File: src/rtl/dm_pkg.sv
// Shared debug-module definitions: dmcontrol field positions, dmstatus summary
// bit indices and the dmcontrol decode used by the run-control engine.
package dm_pkg;

  localparam int HARTSEL_W = 20;
  localparam int STATUS_W  = 12;

  localparam int DMC_HALTREQ         = 31;
  localparam int DMC_RESUMEREQ       = 30;
  localparam int DMC_HARTRESET       = 29;
  localparam int DMC_ACKHAVERESET    = 28;
  localparam int DMC_HASEL           = 26;
  localparam int DMC_HARTSELLO_LSB   = 16;
  localparam int DMC_HARTSELHI_LSB   = 6;
  localparam int DMC_SETRESETHALTREQ = 3;
  localparam int DMC_CLRRESETHALTREQ = 2;
  localparam int DMC_NDMRESET        = 1;
  localparam int DMC_DMACTIVE        = 0;

  localparam int ST_ANYHALTED      = 0;
  localparam int ST_ALLHALTED      = 1;
  localparam int ST_ANYRUNNING     = 2;
  localparam int ST_ALLRUNNING     = 3;
  localparam int ST_ANYUNAVAIL     = 4;
  localparam int ST_ALLUNAVAIL     = 5;
  localparam int ST_ANYNONEXISTENT = 6;
  localparam int ST_ALLNONEXISTENT = 7;
  localparam int ST_ANYRESUMEACK   = 8;
  localparam int ST_ALLRESUMEACK   = 9;
  localparam int ST_ANYHAVERESET   = 10;
  localparam int ST_ALLHAVERESET   = 11;

  typedef struct packed {
    logic                 haltreq;
    logic                 resumereq;
    logic                 hartreset;
    logic                 ackhavereset;
    logic                 hasel;
    logic [HARTSEL_W-1:0] hartsel;
    logic                 setresethaltreq;
    logic                 clrresethaltreq;
    logic                 ndmreset;
    logic                 dmactive;
  } dmcontrol_t;

  // hartsel is {hartselhi, hartsello}: the low 10 bits live in [25:16].
  function automatic dmcontrol_t decode_dmcontrol(input logic [31:0] w);
    dmcontrol_t d;
    d.haltreq         = w[DMC_HALTREQ];
    d.resumereq       = w[DMC_RESUMEREQ];
    d.hartreset       = w[DMC_HARTRESET];
    d.ackhavereset    = w[DMC_ACKHAVERESET];
    d.hasel           = w[DMC_HASEL];
    d.hartsel         = {w[DMC_HARTSELHI_LSB +: 10], w[DMC_HARTSELLO_LSB +: 10]};
    d.setresethaltreq = w[DMC_SETRESETHALTREQ];
    d.clrresethaltreq = w[DMC_CLRRESETHALTREQ];
    d.ndmreset        = w[DMC_NDMRESET];
    d.dmactive        = w[DMC_DMACTIVE];
    return d;
  endfunction

endpackage

File: src/rtl/dm_hart_slot.sv
// Per-hart run-control state: halt/resume/reset requests, resume acknowledge,
// havereset and the halt-on-reset request.
module dm_hart_slot (
  input  logic clk,
  input  logic srst,
  input  logic sel,
  input  logic wr_apply,
  input  logic wr_deact,
  input  logic haltreq,
  input  logic resumereq,
  input  logic hartreset_wr,
  input  logic ackhavereset,
  input  logic setresethaltreq,
  input  logic clrresethaltreq,
  input  logic halted,
  input  logic rst_done,
  output logic halt_req,
  output logic resume_req,
  output logic hartreset,
  output logic resumeack,
  output logic havereset
);

  logic halt_req_reg;
  logic resume_req_reg;
  logic hartreset_reg;
  logic resumeack_reg;
  logic havereset_reg;
  logic resethaltreq_reg;
  logic wr_sel;

  assign wr_sel = wr_apply & sel;

  always_ff @(posedge clk) begin
    if (srst) begin
      halt_req_reg     <= 1'b0;
      resume_req_reg   <= 1'b0;
      hartreset_reg    <= 1'b0;
      resumeack_reg    <= 1'b0;
      havereset_reg    <= 1'b1;
      resethaltreq_reg <= 1'b0;
    end else begin
      if (wr_deact) begin
        // Deactivation drops every request; resumeack/havereset are history.
        halt_req_reg     <= 1'b0;
        resume_req_reg   <= 1'b0;
        hartreset_reg    <= 1'b0;
        resethaltreq_reg <= 1'b0;
      end else begin
        if (rst_done && resethaltreq_reg)
          halt_req_reg <= 1'b1;
        else if (wr_sel)
          halt_req_reg <= haltreq;

        // A fresh resume request restarts the handshake even if one is completing.
        if (wr_sel && resumereq && !haltreq) begin
          resume_req_reg <= 1'b1;
          resumeack_reg  <= 1'b0;
        end else if (resume_req_reg && !halted) begin
          resume_req_reg <= 1'b0;
          resumeack_reg  <= 1'b1;
        end

        if (wr_sel)
          hartreset_reg <= hartreset_wr;

        if (wr_sel && clrresethaltreq)
          resethaltreq_reg <= 1'b0;
        else if (wr_sel && setresethaltreq)
          resethaltreq_reg <= 1'b1;
      end

      if (rst_done)
        havereset_reg <= 1'b1;
      else if (wr_sel && ackhavereset)
        havereset_reg <= 1'b0;
    end
  end

  assign halt_req   = halt_req_reg;
  assign resume_req = resume_req_reg;
  assign hartreset  = hartreset_reg;
  assign resumeack  = resumeack_reg;
  assign havereset  = havereset_reg;

endmodule

File: src/rtl/dm_hart_ctrl.sv
// Multi-hart run-control engine: decodes dmcontrol/hawindow writes into
// per-hart requests and produces the registered dmstatus any/all summary.
module dm_hart_ctrl
  import dm_pkg::*;
#(
  parameter int NHARTS     = 4,
  parameter int HARTSELLEN = (NHARTS > 1) ? $clog2(NHARTS) : 1
) (
  input  logic                 dm_clk,
  input  logic                 dm_rst,
  input  logic                 ctl_wen,
  input  logic [31:0]          ctl_wdata,
  input  logic                 hawin_wen,
  input  logic [31:0]          hawin_wdata,
  input  logic [NHARTS-1:0]    hart_halted,
  input  logic [NHARTS-1:0]    hart_unavail,
  input  logic [NHARTS-1:0]    hart_rst_done,
  output logic [NHARTS-1:0]    halt_req,
  output logic [NHARTS-1:0]    resume_req,
  output logic [NHARTS-1:0]    hartreset,
  output logic                 ndmreset,
  output logic                 dmactive,
  output logic [STATUS_W-1:0]  status,
  output logic [HARTSEL_W-1:0] hartsel_rd,
  output logic [31:0]          hawindow_rd
);

  localparam logic [HARTSELLEN:0] NHARTS_W = (HARTSELLEN + 1)'(NHARTS);

  logic [HARTSELLEN-1:0] hartsel_reg;
  logic                  hasel_reg;
  logic [NHARTS-1:0]     hawindow_reg;
  logic                  ndmreset_reg;
  logic                  dmactive_reg;
  logic [STATUS_W-1:0]   status_reg;
  logic [STATUS_W-1:0]   status_next;

  dmcontrol_t            dmc;
  logic                  wr_apply;
  logic                  wr_deact;
  logic [HARTSELLEN-1:0] wr_hartsel;
  logic [NHARTS-1:0]     win_eff;
  logic [NHARTS-1:0]     sel_wr;
  logic [NHARTS-1:0]     sel_cur;
  logic [NHARTS-1:0]     resumeack_vec;
  logic [NHARTS-1:0]     havereset_vec;
  logic                  nonexist_sel;
  logic                  unused_bits;

  assign dmc        = decode_dmcontrol(ctl_wdata);
  assign wr_apply   = ctl_wen & dmc.dmactive;
  assign wr_deact   = ctl_wen & ~dmc.dmactive;
  assign wr_hartsel = dmc.hartsel[HARTSELLEN-1:0];
  // A same-cycle hawindow write is visible to the dmcontrol write's selection.
  assign win_eff    = hawin_wen ? hawin_wdata[NHARTS-1:0] : hawindow_reg;
  assign unused_bits = ^{ctl_wdata, hawin_wdata, dmc};

  genvar gi;
  generate
    for (gi = 0; gi < NHARTS; gi++) begin : g_hart
      assign sel_wr[gi]  = (wr_hartsel == HARTSELLEN'(gi)) | (dmc.hasel & win_eff[gi]);
      assign sel_cur[gi] = (hartsel_reg == HARTSELLEN'(gi)) | (hasel_reg & hawindow_reg[gi]);

      dm_hart_slot u_slot (
        .clk             (dm_clk),
        .srst            (dm_rst),
        .sel             (sel_wr[gi]),
        .wr_apply        (wr_apply),
        .wr_deact        (wr_deact),
        .haltreq         (dmc.haltreq),
        .resumereq       (dmc.resumereq),
        .hartreset_wr    (dmc.hartreset),
        .ackhavereset    (dmc.ackhavereset),
        .setresethaltreq (dmc.setresethaltreq),
        .clrresethaltreq (dmc.clrresethaltreq),
        .halted          (hart_halted[gi]),
        .rst_done        (hart_rst_done[gi]),
        .halt_req        (halt_req[gi]),
        .resume_req      (resume_req[gi]),
        .hartreset       (hartreset[gi]),
        .resumeack       (resumeack_vec[gi]),
        .havereset       (havereset_vec[gi])
      );
    end
  endgenerate

  assign nonexist_sel = ({1'b0, hartsel_reg} >= NHARTS_W);

  function automatic logic any_of(input logic [NHARTS-1:0] s, input logic [NHARTS-1:0] st);
    return |(s & st);
  endfunction

  // A selected nonexistent hart is in no other state, so it defeats every all*.
  function automatic logic all_of(input logic [NHARTS-1:0] s, input logic [NHARTS-1:0] st,
                                  input logic nx);
    return (|s) & ~nx & (&(st | ~s));
  endfunction

  always_comb begin
    status_next = '0;
    status_next[ST_ANYHALTED]      = any_of(sel_cur, hart_halted);
    status_next[ST_ALLHALTED]      = all_of(sel_cur, hart_halted, nonexist_sel);
    status_next[ST_ANYRUNNING]     = any_of(sel_cur, ~hart_halted & ~hart_unavail);
    status_next[ST_ALLRUNNING]     = all_of(sel_cur, ~hart_halted & ~hart_unavail, nonexist_sel);
    status_next[ST_ANYUNAVAIL]     = any_of(sel_cur, hart_unavail);
    status_next[ST_ALLUNAVAIL]     = all_of(sel_cur, hart_unavail, nonexist_sel);
    status_next[ST_ANYNONEXISTENT] = nonexist_sel;
    status_next[ST_ALLNONEXISTENT] = nonexist_sel & ~(|sel_cur);
    status_next[ST_ANYRESUMEACK]   = any_of(sel_cur, resumeack_vec);
    status_next[ST_ALLRESUMEACK]   = all_of(sel_cur, resumeack_vec, nonexist_sel);
    status_next[ST_ANYHAVERESET]   = any_of(sel_cur, havereset_vec);
    status_next[ST_ALLHAVERESET]   = all_of(sel_cur, havereset_vec, nonexist_sel);
  end

  always_ff @(posedge dm_clk) begin
    if (dm_rst) begin
      hartsel_reg  <= '0;
      hasel_reg    <= 1'b0;
      hawindow_reg <= '0;
      ndmreset_reg <= 1'b0;
      dmactive_reg <= 1'b0;
      status_reg   <= '0;
    end else begin
      status_reg <= status_next;
      if (hawin_wen)
        hawindow_reg <= hawin_wdata[NHARTS-1:0];
      if (ctl_wen) begin
        dmactive_reg <= dmc.dmactive;
        ndmreset_reg <= dmc.dmactive & dmc.ndmreset;
        if (dmc.dmactive) begin
          hartsel_reg <= wr_hartsel;
          hasel_reg   <= dmc.hasel;
        end else begin
          hartsel_reg  <= '0;
          hasel_reg    <= 1'b0;
          hawindow_reg <= '0;
        end
      end
    end
  end

  always_comb begin
    hartsel_rd                   = '0;
    hartsel_rd[HARTSELLEN-1:0]   = hartsel_reg;
    hawindow_rd                  = '0;
    hawindow_rd[NHARTS-1:0]      = hawindow_reg;
  end

  assign ndmreset = ndmreset_reg;
  assign dmactive = dmactive_reg;
  assign status   = status_reg;

endmodule

File: config.mk
export PLATFORM = sky130hd
export DESIGN_NAME = dm_hart_ctrl
export DESIGN_NICKNAME = d
export VERILOG_FILES = /design/src/rtl/dm_pkg.sv /design/src/rtl/dm_hart_slot.sv /design/src/rtl/dm_hart_ctrl.sv
export SDC_FILE = /design/constraint.sdc
export NUM_CORES = 1
export LEC_CHECK = 0
export ABC_AREA = 1
export ABC_CLOCK_PERIOD_IN_PS = 1400
export BUFFER_PORTS_ARGS = -buffer_cell sky130_fd_sc_hd__buf_2
export CAP_MARGIN = 15
export CORE_MARGIN = 5
export CORE_UTILIZATION = 43
export DETAILED_ROUTE_END_ITERATION = 10
export PLACE_DENSITY = 0.92
export SYNTH_ARGS = -nofsm -noshare
export SYNTH_HDL_FRONTEND = slang
export SYNTH_HIERARCHICAL = 1
export SYNTH_SLANG_ARGS = --single-unit
File: constraint.sdc
create_clock -name dm_clk -period 1.4 [get_ports dm_clk]
set_clock_uncertainty 0.1 [all_clocks]
set_input_delay 0.14 -clock dm_clk [delete_from_list [all_inputs] [get_ports dm_clk]]
set_output_delay 0.14 -clock dm_clk [all_outputs]
set_load 0.02 [all_outputs]
==> Word level (Yosys, flattened, before mapping) <==
Index checks and enable logic that the tools add are counted.
Widths: inputs -> output; s select.
{ "totals": {"ff_bits": 45, "output_inout_bits": 78, "inputBits": 80} }
{ "classes": {"eq_ne": 6, "bitwise": 44, "reduce_logical": 67, "n_mux": 29} }
{ "ops": {"columns": ["cell", "count"], "rows": [
  ["$logic_and 1x1->1", 28],
  ["$mux 1", 25],
  ["$and 4x4->4", 6],
  ["$reduce_or 4->1", 6],
  ["$and 1x1->1", 20],
  ["$or 4x4->4", 5],
  ["$reduce_and 4->1", 5],
  ["$reduce_bool 2->1", 8],
  ["$mux 4", 3],
  ["$not 4->4", 3],
  ["$reduce_or 3->1", 4],
  ["$reduce_or 2->1", 5],
  ["$eq 2x2->1 const B", 4],
  ["$or 1x1->1", 8],
  ["$reduce_and 2->1", 4],
  ["$logic_not 1->1", 5],
  ["$eq 2x1->1 const B", 2],
  ["$logic_not 2->1", 2],
  ["$mux 2", 1],
  ["$not 1->1", 2]
]} }

==> Depth between registers and ports, before layout <==
Gate-level depths: netlist (run 1).
{ "depth": {"ltp_word": 8, "depth_mapped": 10, "mapped_depth_nobuf": 10} }

==> Modules after synthesis <==
The synthesis (run 1) kept the hierarchy.
{ "modules_own_cells": {"columns": ["mod", "seq_area_each_um2", "instances", "cells_per_inst", "area_per_inst_um2"], "rows": [
  ["dm_hart_ctrl", 380.4, 1, 214, 1340.0],
  ["dm_hart_slot", 120.1, 4, 42, 289.0]
]} }

==> Worst setup path after synthesis (run 1) <==
No wires, ideal clock.
{ "synth_timing": {"path_type": "register to register", "from": "reg hawindow_reg[2]", "to": "reg g_hart[2].u_slot.resumeack_reg", "path_stages_with_launch": 8, "arrival_ns": 1.104, "t_required_ns": 1.191, "slack_ns": 0.087, "period_less_slack_ns": 1.313, "cell_sequence": "dfxtp_1 -> o21ai_0 -> o22ai_1 -> nand2_2 -> inv_4 -> nand3b_1 -> nand2_1 -> inv_1"} }
{ "synth_between": {"elab_chain_cells": 8, "elab_cells_between_ends": 9} }
{ "synth_rtl": {"columns": ["element", "line", "source"], "rows": [
  ["from (decl)", "dm_hart_ctrl.sv:32", "logic [NHARTS-1:0] hawindow_reg;"],
  ["from (signal assigned)", "dm_hart_ctrl.sv:126", "hawindow_reg <= hawin_wdata[NHARTS-1:0];"],
  ["$mux 4 *", "dm_hart_ctrl.sv:55", "assign win_eff = hawin_wen ? hawin_wdata[NHARTS-1:0] : hawindow_reg;"],
  ["$and 1x1->1 *", "dm_hart_ctrl.sv:61", "assign sel_wr[gi] = (wr_hartsel == HARTSELLEN'(gi)) | (dmc.hasel & win_eff[gi]);"],
  ["$or 1x1->1 *", "dm_hart_ctrl.sv:61", null],
  ["named net sel_wr[2]", "dm_hart_ctrl.sv:43", "logic [NHARTS-1:0] sel_wr;"],
  ["$and 1x1->1 *", "dm_hart_slot.sv:32", "assign wr_sel = wr_apply & sel;"],
  ["$logic_and 1x1->1 * (2 in series)", "dm_hart_slot.sv:56", "if (wr_sel && resumereq && !haltreq) begin"],
  ["$reduce_bool 2->1 (no source line)", null, null],
  ["$reduce_and 2->1 (no source line)", null, null],
  ["to (signal assigned)", "dm_hart_slot.sv:39", "resumeack_reg <= 1'b0;"],
  ["to (signal assigned)", "dm_hart_slot.sv:58", "resumeack_reg <= 1'b0;"],
  ["to (signal assigned)", "dm_hart_slot.sv:61", "resumeack_reg <= 1'b1;"],
  ["to (decl)", "dm_hart_slot.sv:27", "logic resumeack_reg;"]
]} }
The timed path passes the listed nets; every way through them passes the cells marked *.
A chain may end at the register's enable or synchronous reset.

==> Final worst setup path (run 1) <==
{ "layout_timing": {"from": "reg hartsel_reg[1]", "to": "reg status_reg[3], in the netlist status[3]"} }
{ "layout_between": {"elab_chain_cells": 6, "elab_cells_between_ends": 13} }
{ "layout_rtl": {"columns": ["element", "line", "source"], "rows": [
  ["from (decl)", "dm_hart_ctrl.sv:30", "logic [HARTSELLEN-1:0] hartsel_reg;"],
  ["from (signal assigned)", "dm_hart_ctrl.sv:131", "hartsel_reg <= wr_hartsel;"],
  ["$eq 2x1->1 (tied with other cells)", "dm_hart_ctrl.sv:62", "assign sel_cur[gi] = (hartsel_reg == HARTSELLEN'(gi)) | (hasel_reg & hawindow_reg[gi]);"],
  ["$or 1x1->1", "dm_hart_ctrl.sv:62", null],
  ["$not 4->4", "dm_hart_ctrl.sv:96", "return (|s) & ~nx & (&(st | ~s));"],
  ["$or 4x4->4", "dm_hart_ctrl.sv:96", null],
  ["$reduce_and 4->1", "dm_hart_ctrl.sv:96", null],
  ["$and 1x1->1 *", "dm_hart_ctrl.sv:96", null],
  ["to (signal assigned)", "dm_hart_ctrl.sv:124", "status_reg <= status_next;"],
  ["to (decl)", "dm_hart_ctrl.sv:35", "logic [STATUS_W-1:0] status_reg;"]
]} }
Mark *: on every way between the ends. The rest lies on a longest branch, timed or not.

==> run_results.csv, run 1 <==
group,metric,value,unit
cells_and_area,fillCellCount,553,
clocking,insertion_delay,0.29,ns
cells_and_area,areaGrowthSynthToFinish,17.7,%
sta,finalCriticalPeriod,1.30,ns
detailed_routing,routedWlPerCell,11.7,µm
detailed_routing,wl_met2,3030,µm
sta,tightest_slew,0.575,ns
die,fp.dieArea,0.00743,mm²
synth,ys_top_cells_by_area,"dfxtp_1, nand2_1, buf_4, inv_1, nor2_1",
cells_and_area,fin_cells,530,
sta,slew_headroom,0.616,
cells_and_area,antenna_cells,0,
sta,slew_viol_final,0,
synth,syn_avg_cell_area,6.53,µm²
grt,antenna_found_initial,0,
cells_and_area,final_nets,538,
placement,dpl.cell_count,517,
cells_and_area,register_area,862,µm²
grt,grt_pass1_vias,2344,
synth,ys_types,18,
synth,synth_area_leader_cell,"dfxtp_1",
power_and_ir_drop,finalPower,2.79,mW
cells_and_area,largest_reg_flops,10,
placement,dp.final_hpwl,4960,µm
grt,grt_first_pass_wirelength,9890,µm
detailed_routing,wl,6190,µm
detailed_routing,top_layer,"met4",
clocking,cts_buffers,5,
synth,yosysSeqAreaShare,0.345,
sta,setup_viol,0,
worst_setup_path,crit_path_max_fanout,10,
clocking,clockBufferDepth,2,
detailed_routing,drc,0,
worst_setup_path,cpPeakStageDelay,0.41,ns
detailed_routing,firstDrtPassIters,5,
die,initial_core_util,0.448,
worst_setup_path,worstSetupEndpointType,"flip-flop",
run_status,status,"finished, final reports clean",
die,io_pins,158,
sta,period_share,0.925,
clocking,cts_num_sinks,43,
synth,netlist_instances,382,
worst_setup_path,critPathSlowestCell,"o21ai_2",
clocking,cts_root_buf,"clkbuf_8",
cells_and_area,final_cell_mix,"nand2_1, buf_2, inv_1",
synth,synth-seq-cells,43,
clocking,cts_htree_levels,2,
clocking,path_clk_slew,0.08,ns
detailed_routing,ant_nets,0,
cells_and_area,utilization,0.527,
die,fp-row-count,27,
grt,grt_max_degree,13,
sta,fmax,0.772,GHz
cells_and_area,final_common_cell,"nand2_1",
detailed_routing,drtIter0Drc,159,
placement,port_buffers,60,
die,die_h,86.2,µm
placement,place_congestion,0.862,
worst_setup_path,critPathLaunchType,"flip-flop",
synth,syn_area,0.00250,mm²
synth,synth_top_area_share,0.345,
worst_hold_path,hold_class,"primary input to flip-flop",
worst_setup_path,crit_arrival,1.39,ns
clocking,cts_tree,"yes",
die,core,0.00557,mm²
detailed_routing,wl_met3,662,µm
worst_setup_path,setup.worst_path.class,"flip-flop to flip-flop",
power_and_ir_drop,max-vdd-ir-drop,512,µV
cells_and_area,multi_input_area,0.00125,mm²
detailed_routing,vias,2396,
grt,grt-ovfl-total,0,
detailed_routing,routed_via_density,4.52,
power_and_ir_drop,power_density,950,mW/mm²
cells_and_area,layout-drive-gt1-share,0.231,
power_and_ir_drop,leakage,1.68,nW
run,drv_cap,0,
sta,hold_viol,0,
sta,holdWs,0.00295,ns
synth,yosys_warnings,6,
detailed_routing,wl_met1,2420,µm
worst_setup_path,crit_required,1.50,ns
worst_setup_path,crit_chain,"o21ai_2 -> o21ai_0 -> nand3_1 -> nor2_1",
die,die_w,86.2,µm
grt,grt_use_total,0.165,
[cell usage after synthesis]
cell type	instances
nor2_1	42
inv_4	4
nand3b_1	4
conb_1	1
nor2_4	4
nand2_1	117
buf_4	48
nand3_2	4
a21oi_1	4
o21ai_2	1
dfxtp_1	43
o21ai_0	16
inv_1	54
nand2_2	10
nor2_2	4
o22ai_1	4
buf_2	1
nand3_1	21
[where the power goes]
| group | internal [mW] | switching [mW] | total [mW] |
|---|---|---|---|
| sequential | 1.27 | 0.0237 | 1.29 |
| combinational | 0.166 | 0.408 | 0.574 |
| clock | 0.523 | 0.403 | 0.926 |
[cell families after synthesis]
kind of cell | synth area share
compound gates | 0.0536
other cells | 0.00150
simple gates | 0.362
flops | 0.345
buf+inv | 0.238
[path summary, 6_finish.rpt]
| kind | start | endpoint | slack (ns) | cells past startpoint |
|---|---|---|---|---|
| worst max-delay path | hartsel_reg[1] | status[3] | 0.10 | 4 |
| worst min-delay path | ctl_wen | dmactive | 0.003 | 3 |
| worst max register to register | hartsel_reg[1] | status[3] | 0.10 | 4 |
| worst min register to register | g_hart[1].u_slot/havereset | g_hart[1].u_slot/havereset | 0.38 | 2 |
[critical path, delay by kind of cell (launching register included)]
kind | cells | cell delay (ns)
and+or+nand+nor | 2 | 0.15
DFF | 1 | 0.37
AOI/OAI and AO/OA | 2 | 0.58
[per-stage QoR]
step	area (µm²)	setup slack [ns]	setup TNS, ns
floorplan	2670	0.0874	0
global route	2940	-0.00303	-0.00303
finish	2940	0.105	0
CTS	2910	0.0352	0
global placement	2750	-0.104	-1.23
detailed placement	2750	-0.168	-2.18
[per-layer routing]
metal	GRT usage	up-vias
li1	-	1207
met4	0.0652	0
met2	0.282	113
met1	0.191	1070
met5	0	-
met3	0.0542	6
[layout make-up]
type | instances | area share
clock buffers | 6 | 0.0247
clock inverters | 1 | 0.0102
inverters | 58 | 0.0775
multi-input cells | 279 | 0.425
flip-flops and latches | 43 | 0.293
well taps | 72 | 0.0307
repair buffers | 71 | 0.139
[what timing repair did]
action / in CTS / in global routing
pin swaps: 0 / 1
buffers inserted: 0 / 1
hold buffers: 5 / 0
hold endpoints to repair: 5 / 0
endpoints found under the setup margin: 2 / 22
resized for setup: 2 / 9
(Power assumes the default switching activity.)
==> run 2: changes to the inputs <==
- MAX_ROUTING_LAYER: not set -> met4
==> run_results.csv, run 2 (synthesized netlist as in run 1, its figures left out) <==
group,metric,value,unit
run_status,status,"finished, violations left",
run_status,violations,"hold timing",
sta,rsz0062_at_grt,"no",
die,fp-row-count,27,
grt,grt_use_total,0.170,
power_and_ir_drop,leakage,1.68,nW
cells_and_area,final_cell_mix,"nand2_1, buf_2, inv_1",
detailed_routing,wl,6190,µm
grt,grt_first_pass_wirelength,9910,µm
worst_hold_path,worstHoldStart,"ctl_wen",
worst_setup_path,worstReg2RegStart,"hartsel_reg[1]",
detailed_routing,firstDrtPassIters,4,
worst_setup_path,crit_path_max_fanout,10,
die,die_w,86.2,µm
clocking,clockBufferDepth,2,
worst_setup_path,crit_arrival,1.40,ns
clocking,insertion_delay,0.30,ns
worst_setup_path,critPathLaunchType,"flip-flop",
clocking,cts_htree_levels,2,
cells_and_area,fin_cells,530,
placement,dp.final_hpwl,4960,µm
sta,holdWs,-0.00173,ns
cells_and_area,final_common_cell,"nand2_1",
clocking,path_clk_slew,0.08,ns
grt,grt_max_degree,13,
cells_and_area,layout-drive-gt1-share,0.231,
worst_setup_path,crit_required,1.50,ns
die,die_h,86.2,µm
cells_and_area,utilization,0.527,
detailed_routing,routed_via_density,4.55,
power_and_ir_drop,power_density,954,mW/mm²
sta,finalCriticalPeriod,1.29,ns
clocking,cts_root_buf,"clkbuf_8",
worst_setup_path,setup.worst_path.class,"flip-flop to flip-flop",
detailed_routing,vias,2413,
worst_hold_path,hold_class,"primary input to flip-flop",
die,core,0.00557,mm²
worst_setup_path,worstSetupEndpointType,"flip-flop",
sta,setup_viol,0,
die,io_pins,158,
sta,tightest_slew,0.579,ns
grt,grt_pass1_vias,2338,
clocking,cts_num_sinks,43,
cells_and_area,areaGrowthSynthToFinish,17.7,%
placement,place_congestion,0.876,
cells_and_area,final_nets,538,
run,drv_cap,0,
cells_and_area,antenna_cells,0,
clocking,cts_tree,"yes",
grt,grt-ovfl-total,0,
sta,fmax,0.772,GHz
sta,slew_viol_final,0,
sta,hold_viol,1,
die,initial_core_util,0.448,
placement,port_buffers,60,
power_and_ir_drop,max-vdd-ir-drop,517,µV
die,fp.dieArea,0.00743,mm²
detailed_routing,drc,0,
detailed_routing,ant_nets,0,
sta,period_share,0.925,
clocking,cts_buffers,5,
detailed_routing,drtIter0Drc,165,
cells_and_area,largest_reg_flops,10,
worst_setup_path,startpoint,"hartsel_reg[1]",
grt,antenna_found_initial,0,
sta,slew_headroom,0.614,
detailed_routing,routedWlPerCell,11.7,µm
placement,dpl.cell_count,517,
sta,finalSetupTns,0,ns
==> run 2: cell counts in the layout (fill, tap and decap cells not counted) <==
No cell type changed its count.
==> run 2: routing by layer <==
metal	vias to the layer above	GRT usage	wire length, µm
met2	120	0.282	3030
li1	1210	-	-
met5	-	-	0
met1	1070	0.197	2440
met3	13	0.0342	596
met4	0	0.0779	123
==> run 2: path summary, 6_finish.rpt <==
path	end	slack, ns	cells after the start
max	status[3]	0.11	4
min	dmactive	-0.002	3
min reg2reg	g_hart[1].u_slot/havereset	0.38	2
max reg2reg	status[3]	0.11	4
==> run 2: critical path, cell delays in order (launching register included) <==
cell     delay [ns]
dfxtp_1        0.37
o21ai_2        0.41
o21ai_0        0.17
nand3_1        0.11
nor2_1         0.04
==> run 2: timing repair <==
action                                 CTS  global route
setup buffers                            0             1
hold buffers                             5             0
pin swaps                                0             1
resized for setup                        2             9
endpoints found under the hold margin    5             0
setup endpoints to repair                2            21
==> run 2: area by class of cell <==
type	count	area, µm²
clock inverter	1	30.0
fill	553	2640
inverter	58	228
clock buffer	6	72.6
sequential	43	862
tap	72	90.1
timing repair buffer	71	408
multi-input combinational	279	1250
==> run 2: through the flow <==
| step | power, mW | setup WS [ns] | area, µm² |
|---|---|---|---|
| 2_1_floorplan | 1.78 | 0.0874 | 2670 |
| 3_3_place_gp | 1.84 | -0.104 | 2750 |
| 3_5_place_dp | 1.86 | -0.168 | 2750 |
| 4_1_cts | 2.79 | 0.0352 | 2910 |
| 5_1_grt | 2.95 | 0.000611 | 2940 |
| 6_report | 2.80 | 0.105 | 2940 |
==> run 2: where the power goes <==
part | switching, mW | internal (mW)
Clock | 0.413 | 0.523
Combinational | 0.408 | 0.166
Sequential | 0.0237 | 1.27
Total | 0.845 | 1.96
